$ cat src/rtl/mac_pkg.sv
// Shared types and constants for the MAC sequencer slice.
//   mac_drv_state_t : sequencer FSM states
//   MODE_*          : mac_mode / job_mode encodings
//   FP16_*          : handy fp16 constants
package mac_pkg;

    typedef enum logic [2:0] {
        StIdle,
        StClear,
        StCfg,
        StStream,
        StRead,
        StResp
    } mac_drv_state_t;

    localparam logic MODE_FP16 = 1'b1;
    localparam logic MODE_INT8 = 1'b0;

    localparam logic [15:0] FP16_ONE = 16'h3C00;
    localparam logic [15:0] FP16_TWO = 16'h4000;

endpackage

$ cat src/rtl/mac_op_counter.sv
// Remaining-operand down-counter.
//   clk, rst_n : clock, async active-low reset
//   load       : load load_val (wins over dec)
//   dec        : decrement; ignored when already zero so the count never wraps
//   zero       : count is zero
//   last       : count is exactly one
module mac_op_counter #(
    parameter int unsigned LEN_W = 8
) (
    input  logic             clk,
    input  logic             rst_n,
    input  logic             load,
    input  logic             dec,
    input  logic [LEN_W-1:0] load_val,
    output logic             zero,
    output logic             last
);

    logic [LEN_W-1:0] count_q;

    always_ff @(posedge clk or negedge rst_n) begin
        if (!rst_n) begin
            count_q <= '0;
        end else if (load) begin
            count_q <= load_val;
        end else if (dec && (count_q != '0)) begin
            count_q <= count_q - 1'b1;
        end
    end

    assign zero = (count_q == '0);
    assign last = (count_q == {{(LEN_W-1){1'b0}}, 1'b1});

endmodule

$ cat src/rtl/mac_seq_driver.sv
// Initiator-side sequencer for the non-pipelined int8/fp16 MAC.
// A job (mode, len) is accepted in idle; the MAC is cleared, configured, fed len operand
// pairs, read back, and the result plus sticky error is offered on res_*.
//   job_*  : job request handshake (job_ready high only when idle)
//   op_*   : operand pair stream
//   res_*  : result handshake, data/error held until res_ready
//   mac_*  : MAC control/data pins; mac_out/mac_error come back from the MAC
module mac_seq_driver
    import mac_pkg::*;
#(
    parameter int unsigned DATA_W = 16,
    parameter int unsigned LEN_W  = 8
) (
    input  logic              clk,
    input  logic              rst_n,
    input  logic              job_valid,
    output logic              job_ready,
    input  logic              job_mode,
    input  logic [LEN_W-1:0]  job_len,
    input  logic              op_valid,
    output logic              op_ready,
    input  logic [DATA_W-1:0] op_a,
    input  logic [DATA_W-1:0] op_b,
    output logic              res_valid,
    input  logic              res_ready,
    output logic [DATA_W-1:0] res_data,
    output logic              res_error,
    output logic              mac_clr_n,
    output logic              mac_enable,
    output logic              mac_valid,
    output logic              mac_read,
    output logic              mac_cfg,
    output logic              mac_mode,
    output logic [DATA_W-1:0] mac_in_a,
    output logic [DATA_W-1:0] mac_in_b,
    input  logic [DATA_W-1:0] mac_out,
    input  logic              mac_error
);

    mac_drv_state_t    state_q, state_d;
    logic              mode_q;
    logic              clr_n_q;
    logic              seen_hs_q;
    logic [DATA_W-1:0] res_data_q;
    logic              res_error_q;
    logic              cnt_load;
    logic              cnt_zero;
    logic              cnt_last;
    logic              op_hs;

    assign op_hs = op_valid && op_ready;

    mac_op_counter #(
        .LEN_W (LEN_W)
    ) u_op_counter (
        .clk      (clk),
        .rst_n    (rst_n),
        .load     (cnt_load),
        .dec      (op_hs),
        .load_val (job_len),
        .zero     (cnt_zero),
        .last     (cnt_last)
    );

    always_comb begin
        state_d    = state_q;
        job_ready  = 1'b0;
        op_ready   = 1'b0;
        res_valid  = 1'b0;
        mac_enable = 1'b0;
        mac_read   = 1'b0;
        mac_cfg    = 1'b0;
        cnt_load   = 1'b0;
        unique case (state_q)
            StIdle: begin
                job_ready = 1'b1;
                if (job_valid) begin
                    cnt_load = 1'b1;
                    state_d  = StClear;
                end
            end
            StClear: state_d = StCfg;
            StCfg: begin
                mac_cfg = 1'b1;
                state_d = cnt_zero ? StRead : StStream;
            end
            StStream: begin
                mac_enable = 1'b1;
                op_ready   = !cnt_zero;
                if (op_hs && cnt_last) begin
                    state_d = StRead;
                end
            end
            StRead: begin
                mac_enable = 1'b1;
                mac_read   = 1'b1;
                state_d    = StResp;
            end
            StResp: begin
                res_valid = 1'b1;
                if (res_ready) begin
                    state_d = StIdle;
                end
            end
            default: state_d = StIdle;
        endcase
    end

    always_ff @(posedge clk or negedge rst_n) begin
        if (!rst_n) begin
            state_q     <= StIdle;
            mode_q      <= MODE_INT8;
            clr_n_q     <= 1'b1;
            seen_hs_q   <= 1'b0;
            res_data_q  <= '0;
            res_error_q <= 1'b0;
        end else begin
            state_q <= state_d;
            // Clear pin comes from a flop so it is glitch-free as a MAC reset term.
            clr_n_q <= (state_d != StClear);
            if (state_q == StIdle && job_valid) begin
                mode_q      <= job_mode;
                seen_hs_q   <= 1'b0;
                res_error_q <= 1'b0;
            end
            if (state_q == StStream) begin
                if (op_hs) begin
                    seen_hs_q <= 1'b1;
                end
                // MAC error is only meaningful once it holds real operands.
                if (seen_hs_q) begin
                    res_error_q <= res_error_q | mac_error;
                end
            end
            if (state_q == StRead) begin
                res_data_q  <= mac_out;
                res_error_q <= res_error_q | mac_error;
            end
        end
    end

    assign mac_clr_n = clr_n_q;
    assign mac_mode  = mode_q;
    assign mac_valid = op_hs;
    assign mac_in_a  = op_hs ? op_a : '0;
    assign mac_in_b  = op_hs ? op_b : '0;
    assign res_data  = res_data_q;
    assign res_error = res_error_q;

endmodule

$ cat config.mk
export PLATFORM = sky130hd
export DESIGN_NAME = mac_seq_driver
export DESIGN_NICKNAME = d
export VERILOG_FILES = /design/src/rtl/mac_pkg.sv /design/src/rtl/mac_op_counter.sv /design/src/rtl/mac_seq_driver.sv
export SDC_FILE = /design/constraint.sdc
export NUM_CORES = 1
export LEC_CHECK = 0
export CAP_MARGIN = 10
export CORE_UTILIZATION = 25
export CTS_CLUSTER_SIZE = 16
export DETAILED_ROUTE_END_ITERATION = 16
export PLACE_DENSITY_LB_ADDON = 0.12
export SETUP_SLACK_MARGIN = 0.4
export SLEW_MARGIN = 15
export SYNTH_ARGS = -nofsm -noshare
export SYNTH_HDL_FRONTEND = slang
export SYNTH_SLANG_ARGS = --single-unit
$ cat constraint.sdc
create_clock -name clk -period 2.3 [get_ports clk]
set_input_delay 0.575 -clock clk [delete_from_list [all_inputs] [get_ports clk]]
set_output_delay 0.575 -clock clk [all_outputs]
set_load 0.1 [all_outputs]
==> out/results.env, run 1 <==
STATUS='finished, violations left'
VIOLATIONS='negative setup slack'
TMIN_FINAL_NS=2.62
SETUP_CLOCK_SKEW_AFTER_LAYOUT_NS=0.00693
WORSTSKEWPAIRLATENCY_NS=0.29
DRTANTENNAVIOLNETS=0
CP_CELL_SEQUENCE='inv_2, ha_4, or4b_4, o21ba_4, buf_12, and2_4, buf_12'
END_KIND='output port'
POST-DP-HPWL_MM=4.42
REG2REG_FROM='state_q[2]'
YS_SEQ_AREA_SHARE_PCT=43.2
REG2REG_TO='u_op_counter.count_q[4]'
ROW_COUNT=30
DIEWIDTH_UM=86.9
WORST_SETUP_PATH_START_KIND='flip-flop'
YOSYS_WARNINGS=0
GROUTE.LAYER.MET1.USAGE_PCT=18.4
ASYNC_RESET_FF_SHARE_PCT=100
MIN_PERIOD_OVER_PERIOD_PCT=114
ANTENNA_CELLS=0
MULTIINPUTGATEAREA_UM2=1140
WORSTHOLDPATHTYPE='reg -> reg'
DESIGN.DIE.AREA_UM2=7550
P_LEAK_uW=0.00180
MEAN_POST_SYNTH_CELL_AREA_UM2=10.3
POST_SYNTH_INST_COUNT=174
ACHIEVABLE-FREQUENCY_MHz=381
DRTPASS1ITERATIONS=4
NUMCLOCKSINKS=31
FINAL_WIRELENGTH_MM=5.83
GR-USAGE-ALL-LAYERS_PCT=14.7
IO_PINS=121
SYNTHESIS.NETS=240
FINAL.FILL_COUNT=591
GRT_MET3_USAGE_PCT=2.94
CTS_TREE='built'
PLACEABLECOREAREA_UM2=6870
POST_DRT_WL_PER_CELL_UM=13.7
RSZ0062_AT_GRT='true'
GRT_OVERFLOW_TOTAL=0
CRIT_PATH_MAX_FANOUT=14
POST_LAYOUT_NONFILLER_INSTANCES=427
SYNTH_LARGEST_TYPE_AREA_FRACTION_PCT=41.7
CLK_PIN_SLEW_NS=0.07
SETUP.REG_TO_REG.WORST_SLACK_NS=0.28
DETAILED_ROUTE_DRC_ERROR_COUNT=0
MAX_STAGE_DELAY_NS=0.47
GLOBAL_ROUTE.USAGE.MET2_PCT=25.7
SYN-CELL-AREA_UM2=1800
CTSROOTBUFFERMASTER='sky130_fd_sc_hd__clkbuf_8'
PATH_COMMON_CELL='sky130_fd_sc_hd__buf_12'
TIMING.CRITICAL_PATH.SLOWEST_STAGE_CELL='sky130_fd_sc_hd__or4b_4'
DATA_REQUIRED_TIME_AT_THE_WORST_ENDPOINT_NS=1.73
PLACE.DETAILED.INSTANCES=404
CAP_VIOL_MAX_COUNT=0
GRT.BUSIEST_LAYER='met2'
YOSYSUNIQUECELLTYPES=44
MAX-CLOCK-PATH-BUFFERS=2
SLEW_HEADROOM_PCT=74.0
LAYOUT.AREA.SEQ_UM2=777
GRT_ANTENNA_BEFORE_REPAIR=0
SETUP.WORST_PATH.START='u_op_counter.count_q[0]'
START_UTIL_PCT=26.2
PLACE.GP.CONGESTION=0.818
PATH_TYPE_OF_THE_WORST_SETUP_PATH='reg -> out'
FIRST_GLOBAL_VIAS=1730
GRT_START_MAX_NET_PINS=32
TIMING.CRITICAL_PATH.TO='mac_in_a[2]'
SYNTH_AREA_LEADERS='sky130_fd_sc_hd__dfrtp_1, sky130_fd_sc_hd__mux2_2, sky130_fd_sc_hd__and2_4, sky130_fd_sc_hd__and2_1, sky130_fd_sc_hd__buf_6'
NNETSFINAL=396
HOLDBUFCOUNTCTS=0
ROUTE.VIAS.TOTAL=1848
AREA_GROWTH_SYN_TO_LAYOUT_PCT=126
CTS_HTREE_LEVELS=2
FINAL_COMMON_CELL='sky130_fd_sc_hd__clkdlybuf4s50_1'
DRTITER0DRC=44
SYNTH_FF_TYPE='sky130_fd_sc_hd__dfrtp_1'
PWR_DENSITY_CELL_nW_PER_UM2=757
DIE-HEIGHT_UM=86.9
MAX_SLEW_VIOLATION_TOTAL_FROM_THE_FINAL_REPORT=0
WORST_R2R_PATH_DEPTH=8
WORSTMARGINPINSLEW_NS=0.391
GRT_FIRST_PASS_WIRELENGTH_MM=8.56
ARRIVAL_TIME_OF_DATA_AT_THE_CRITICAL_PATH_ENDPOINT_NS=2.05
FIN_HOLD_WS_NS=0.479
YOSYSTOPAREACELL='sky130_fd_sc_hd__dfrtp_1'
SETUP_VIOL=34
LAYOUT_UTILIZATION_PCT=59.3
WORST_SLACK_NS=-0.324
TRITONCTS.NUM_BUFFERS=5
SYNTH_ENABLE_FLOP_CELLS=0
ROUTE.DETAILED.VIAS_PER_INST=4.33
SYNTH.FF_LATCH_COUNT=31
BUFFER_PORTS.INSERTED=120
MOSTFREQUENTLAYOUTCELLS='sky130_fd_sc_hd__clkdlybuf4s50_1, sky130_fd_sc_hd__buf_4, sky130_fd_sc_hd__buf_12'
POWER.IR.VDD_WORST_V=0.000495
LAYOUT-DRIVE-GT1-SHARE_PCT=56.5
FINALHOLDVIOLCOUNT=0
[registers in the layout, summed over array words and instances (netlist names)]
name / flops
mac_clr_n: 1
mac_mode: 1
res_data: 16
res_error: 1
seen_hs_q: 1
state_q: 3
u_op_counter.count_q: 8
[cells in the mapped netlist (all sizes together), types with 2 or more instances]
master,number
ha,3
a31oi,5
nor3b,2
o22ai,2
nand3b,3
nor2,11
nor2b,2
o311ai,2
nand2b,4
o21ai,4
inv,6
a21oi,7
mux2,16
nand2,10
or3,4
or2,2
and2,33
dfrtp,30
buf,9
nor3,2
[metrics by stage]
step	total power (uW)	area [um^2]	worst slack, ns	setup TNS (ns)
global route	3240	4070	-0.377	-12.40
CTS	2960	3900	-0.336	-10.97
detailed placement	2360	3670	-0.332	-10.49
global placement	2350	3670	-0.324	-10.21
finish	3080	4070	-0.324	-10.54
floorplan	1690	1940	-0.117	-2.38
[power breakdown]
group          internal [uW]  switching (uW)  leakage, uW  total [uW]
Clock                    272             221    0.0000505         494
Sequential               622            61.9     0.000391         684
Combinational            872            1030      0.00136        1910
[how the worst min path moves through the flow]
stage	start	endpoint	slack, ns	depth (start not counted)
2_1_floorplan	rst_n	mac_mode	0.28	0
3_3_place_gp	mac_mode	mac_mode	0.47	2
3_5_place_dp	mac_mode	mac_mode	0.47	2
4_1_cts	mac_mode	mac_mode	0.49	2
5_1_grt	mac_mode	mac_mode	0.52	2
6_report	mac_mode	mac_mode	0.48	2
[cells by family (layout without fill, tap and decap cells)]
logic type	count (synthesis)	count (layout)	synth area share [%]
AND/OR/NAND/NOR	80	80	28.1
flip-flops	31	31	43.2
AO/OA/AOI/OAI	29	29	11.4
multiplexers	16	16	10.0
buffers and inverters	15	172	5.21
adder cells (fa/ha/maj)	3	3	2.09
[layer usage]
| layer | part of all wire, % | vias to the layer above | routed length [um] |
|---|---|---|---|
| li1 | - | 917 | - |
| met1 | 41 | 881 | 2370 |
| met2 | 55 | 45 | 3200 |
| met3 | 3.8 | 5 | 219 |
| met4 | 0.70 | 0 | 41 |
| met5 | 0 | - | 0 |
[repair_timing]
item,in CTS,in global routing
endpoints found under the setup margin,40,48
pin swaps,6,10
buffers inserted,6,9
gates resized for setup,25,22
[critical path: cells and delay by family, from the launching register on]
family,cells,cell delay (ns)
AOI/OAI and AO/OA,1,0.23
DFF,1,0.39
and+or+nand+nor,2,0.63
buffers and inverters,3,0.38
adders and majority gates,1,0.13
[area by class of cell]
| cell class | count | area share, % |
|---|---|---|
| clock buffer | 7 | 2.37 |
| clock inverter | 1 | 0.184 |
| inverter | 6 | 0.615 |
| multi-input combinational | 128 | 28.1 |
| sequential | 31 | 19.1 |
| tap | 96 | 2.95 |
| timing repair buffer | 158 | 46.7 |
Note: power is estimated with default switching activity, not from simulation.
==> inputs of run 2 (changes only) <==
ABC_AREA = 1   (was default)
CORE_MARGIN = 3   (was default)
==> run 2 against run 1 <==
Effect of this change: the flow now finishes without violations; sequential cell count stayed put; routed wire length is 12% higher; worst setup slack better by 0.33 ns; critical path depth is 2 higher; power is 120% higher; die area is 13% higher; non-clock buffer count is 9 lower; cell count is 23% higher; critical path type unchanged.
==> out/results.env, run 2 <==
STATUS='complete, no violations'
LARGEST_REGISTER_FF_COUNT=16  # unchanged
CELLINTERNALPOWER_uW=2800  # +59%
POST_DRT_WL_PER_CELL_UM=12.4  # -9.0%
FIRST_GLOBAL_VIAS=2084  # +20%
FINALHOLDVIOLCOUNT=0  # unchanged
POST_LAYOUT_NONFILLER_INSTANCES=526  # +23%
TRITONCTS.NUM_BUFFERS=5  # unchanged
POST-DP-HPWL_MM=5.08  # +15%
MEAN_POST_SYNTH_CELL_AREA_UM2=6.61  # -36%
TMIN_FINAL_NS=2.30  # -0.327 ns
CTS_TREE='built'
DATA_REQUIRED_TIME_AT_THE_WORST_ENDPOINT_NS=1.73  # about the same
DIE-HEIGHT_UM=92.3  # +6.3%
GRT_ANTENNA_BEFORE_REPAIR=0  # unchanged
MAX_STAGE_DELAY_NS=0.38  # -0.09 ns
YOSYSUNIQUECELLTYPES=23  # -48%
CAP_VIOL_MAX_COUNT=0  # unchanged
PATH_TYPE_OF_THE_WORST_SETUP_PATH='reg -> out'
ACHIEVABLE-FREQUENCY_MHz=435  # +14%
POWER.CLOCK.FRACTION_PCT=8.1  # -7.9 points
SYNTH_COMMON_CELLS='sky130_fd_sc_hd__nand2_1, sky130_fd_sc_hd__inv_1, sky130_fd_sc_hd__nor2_1, sky130_fd_sc_hd__dfrtp_1, sky130_fd_sc_hd__nand3_1'
GR-USAGE-ALL-LAYERS_PCT=15.5  # +0.72 points
SYNTH_FF_TYPE='sky130_fd_sc_hd__dfrtp_1'
POST_SYNTH_INST_COUNT=282  # +62%
ARRIVAL_TIME_OF_DATA_AT_THE_CRITICAL_PATH_ENDPOINT_NS=1.72  # -0.33 ns
HP-START='mac_mode'
DIEWIDTH_UM=92.3  # +6.3%
SYNTH_MOST_COMMON_CELL='sky130_fd_sc_hd__nand2_1'
MAX_SLEW_VIOLATION_TOTAL_FROM_THE_FINAL_REPORT=0  # unchanged
ASYNC_RESET_FF_SHARE_PCT=100  # unchanged
CTSROOTBUFFERMASTER='sky130_fd_sc_hd__clkbuf_8'
SYNTH_LARGEST_TYPE_AREA_FRACTION_PCT=40.3  # -1.4 points
DRTANTENNAVIOLNETS=0  # unchanged
BUFFER_PORTS.INSERTED=120  # unchanged
PLACEABLECOREAREA_UM2=7020  # +2.2%
LAYOUT-DRIVE-GT1-SHARE_PCT=37.4  # -19 points
FINAL_WIRELENGTH_MM=6.54  # +12%
SYNTH.FF_LATCH_COUNT=31  # unchanged
NUMCLOCKSINKS=31  # unchanged
SETUP.WORST_PATH.START='u_op_counter.count_q[0]'
SYNTH_ENABLE_FLOP_CELLS=0  # unchanged
SYNTH_TOP_FAMILY_BY_AREA='simple AND/OR/NAND/NOR gates'
SYNTHESIS.NETS=348  # +45%
PWR_DENSITY_CELL_nW_PER_UM2=1590  # +110%
CRIT_PATH_MAX_FANOUT=15  # +1
YS_SEQ_AREA_SHARE_PCT=41.7  # -1.4 points
IO_PINS=121  # unchanged
SYNTH_AREA_LEADERS='sky130_fd_sc_hd__dfrtp_1, sky130_fd_sc_hd__nand2_1, sky130_fd_sc_hd__inv_1, sky130_fd_sc_hd__nor2_1, sky130_fd_sc_hd__nand3_1'
DESIGN.DIE.AREA_UM2=8520  # +13%
SYN-CELL-AREA_UM2=1860  # +3.5%
POWER.IR.VDD_WORST_V=0.00104  # +110%
GRT_FIRST_PASS_WIRELENGTH_MM=10.5  # +23%
WORSTSKEWPAIRLATENCY_NS=0.28  # about the same
MIN_PERIOD_OVER_PERIOD_PCT=99.9  # -14 points
DRTPASS1ITERATIONS=2  # -2
NNETSFINAL=495  # +25%
CTS_HTREE_LEVELS=2  # unchanged
SETUP_VIOL=0  # -100%
AREA_GROWTH_SYN_TO_LAYOUT_PCT=126
RSZ0062_AT_GRT='true'
TIMING.SETUP.TNS_NS=0  # +10.54 ns
FRACTION_OF_SYNTHESIZED_AREA_IN_MULTIPLEXERS_PCT=0  # -10 points
START_UTIL_PCT=26.5  # +0.33 points
YOSYS.AREA_SHARE.ADDER_PCT=2.01  # -0.070 points
YOSYS_WARNINGS=0  # unchanged
WORST_SETUP_PATH_START_KIND='flip-flop'
WORST_PATH_DOMINANT_CELL_FAMILY='buffers and inverters'
POST-LAYOUT-TOTAL-POWER_uW=6710  # +120%
ANTENNA_CELLS=0  # unchanged
POWER_FRAC_SEQ_PCT=14.6  # -7.6 points
WORSTHOLDPATHTYPE='reg -> reg'
YOSYSTOPAREACELL='sky130_fd_sc_hd__dfrtp_1'
SETUP_CLOCK_SKEW_AFTER_LAYOUT_NS=0.00367  # -0.00325 ns
ROUTE.VIAS.TOTAL=2148  # +16%
DETAILED_ROUTE_DRC_ERROR_COUNT=0  # unchanged
ROUTE.DETAILED.VIAS_PER_INST=4.08  # -5.6%
PLACE.GP.CONGESTION=0.788  # -3.6%
POWER.SHARE.SWITCHING_PCT=58.3  # +16 points
SLEW_HEADROOM_PCT=72.9  # -1.1 points
END_KIND='output port'
DPL_WORST_SLACK_NS=-0.0411  # +0.291 ns
PLACE.DETAILED.INSTANCES=500  # +24%
MAX-CLOCK-PATH-BUFFERS=2  # unchanged
CLK_PIN_SLEW_NS=0.07  # about the same
HOLDBUFCOUNTCTS=0  # unchanged
WORSTMARGINPINSLEW_NS=0.407  # +0.0166 ns
REG2REG_FROM='state_q[0]'
FIN_HOLD_WS_NS=0.483  # +0.00366 ns
FINAL_COMMON_CELL='sky130_fd_sc_hd__nand2_1'
DRTITER0DRC=51  # +16%
CP_CELL_SEQUENCE='inv_2, ha_4, inv_2, nor2_2, nand2_2, nand3_4, buf_12, nor2_4, buf_12'
YOSYS.AREA_SHARE.XOR_XNOR_PCT=0.940  # +0.94 points
SYNTHSIMPLEGATEAREAFRAC_PCT=38.2  # +10 points
COMBINATIONALPOWERSHARE_PCT=77.3  # +16 points
WORST_SLACK_NS=0.00274  # +0.327 ns
GRT_START_MAX_NET_PINS=32  # unchanged
CP_NUM_BUF_INV=4  # +1
NET-SWITCHING-POWER_uW=3910  # +200%
ROW_COUNT=30  # unchanged
GRT_OVERFLOW_TOTAL=0  # unchanged
TIMING.CRITICAL_PATH.SLOWEST_STAGE_CELL='sky130_fd_sc_hd__dfrtp_1'
SYNTH_COMPOUND_GATE_AREA_SHARE_PCT=2.96  # -8.4 points
P_LEAK_uW=0.00201  # +11%
MOSTFREQUENTLAYOUTCELLS='sky130_fd_sc_hd__nand2_1, sky130_fd_sc_hd__clkdlybuf4s50_1, sky130_fd_sc_hd__inv_1'
[run 2: cell count changes in the layout (fill, tap and decap cells not counted), sizes merged, moves of 4 or more]
| cell | before | now |
|---|---|---|
| a31oi | 5 | 0 |
| inv | 6 | 54 |
| nor2 | 11 | 50 |
| nand2b | 4 | 0 |
| a21oi | 7 | 0 |
| buf | 96 | 87 |
| and2 | 33 | 0 |
| nand3 | 1 | 10 |
| nand2 | 10 | 106 |
| mux2 | 16 | 0 |
| or3 | 4 | 0 |
[run 2: through the flow]
step	utilization, %	cell area, um^2
floorplan	-	2200
global placement	55.3	3880
detailed placement	55.3	3880
CTS	59.1	4150
global route	60.1	4220
finish	60.1	4220
[run 2: final timing paths]
kind	end	slack, ns	cells past startpoint
max reg2reg	u_op_counter.count_q[5]	0.49	11
min in group asynchronous	u_op_counter.count_q[0]	0.69	2
min reg2reg	mac_mode	0.48	2
max in group asynchronous	mac_clr_n	1.28	2
min	mac_mode	0.48	2
max	mac_in_a[12]	0.003	9
[run 2: metal layers]
layer  track usage, %  part of all wire [%]
met5                0                     0
met4             3.96                  0.66
met3             5.52                   7.5
met2             26.2                    52
met1             18.6                    40
[run 2: final cells by class]
class	instances	area [um^2]
fill	619	2800
timing repair buffer	149	1850
multi-input combinational	186	1130
sequential	31	779
inverter	56	220
tap	96	120
clock buffer	5	68.8
clock inverter	3	43.8
[run 2: kinds of logic (layout without fill, tap and decap cells)]
family          after synthesis  after routing
flops                        31             31
xor+xnor                      2              2
fa+ha+maj                     3              3
compound gates                8              8
buf+inv                      65            213
simple gates                173            173
[run 2: what timing repair did]
item | in CTS | in global routing
setup endpoints to repair | 38 | 39
cloned | 1 | 0
pin swaps | 8 | 6
resized for setup | 22 | 4
buffers inserted | 10 | 7
[run 2: worst min-delay path: stages, from the launching register on]
cell and delay [ns]:
sky130_fd_sc_hd__dfrtp_1 0.35, sky130_fd_sc_hd__nand2_1 0.05, sky130_fd_sc_hd__nand2_1 0.05
[run 2: power groups by stage]
stage | Combinational (uW) | Clock (uW) | Sequential [uW]
after detailed placement | 4860 | 0 | 998
after global placement | 4820 | 0 | 1000
final | 5190 | 546 | 981
after global routing | 5460 | 592 | 1010
after CTS | 5110 | 564 | 980
after floorplan | 2390 | 0 | 2070
==> inputs of run 3 (changes only) <==
CAP_MARGIN = 30   (was 10)
==> results of run 3 <==
Final layout, timing and power as in run 2 (identical DEF).
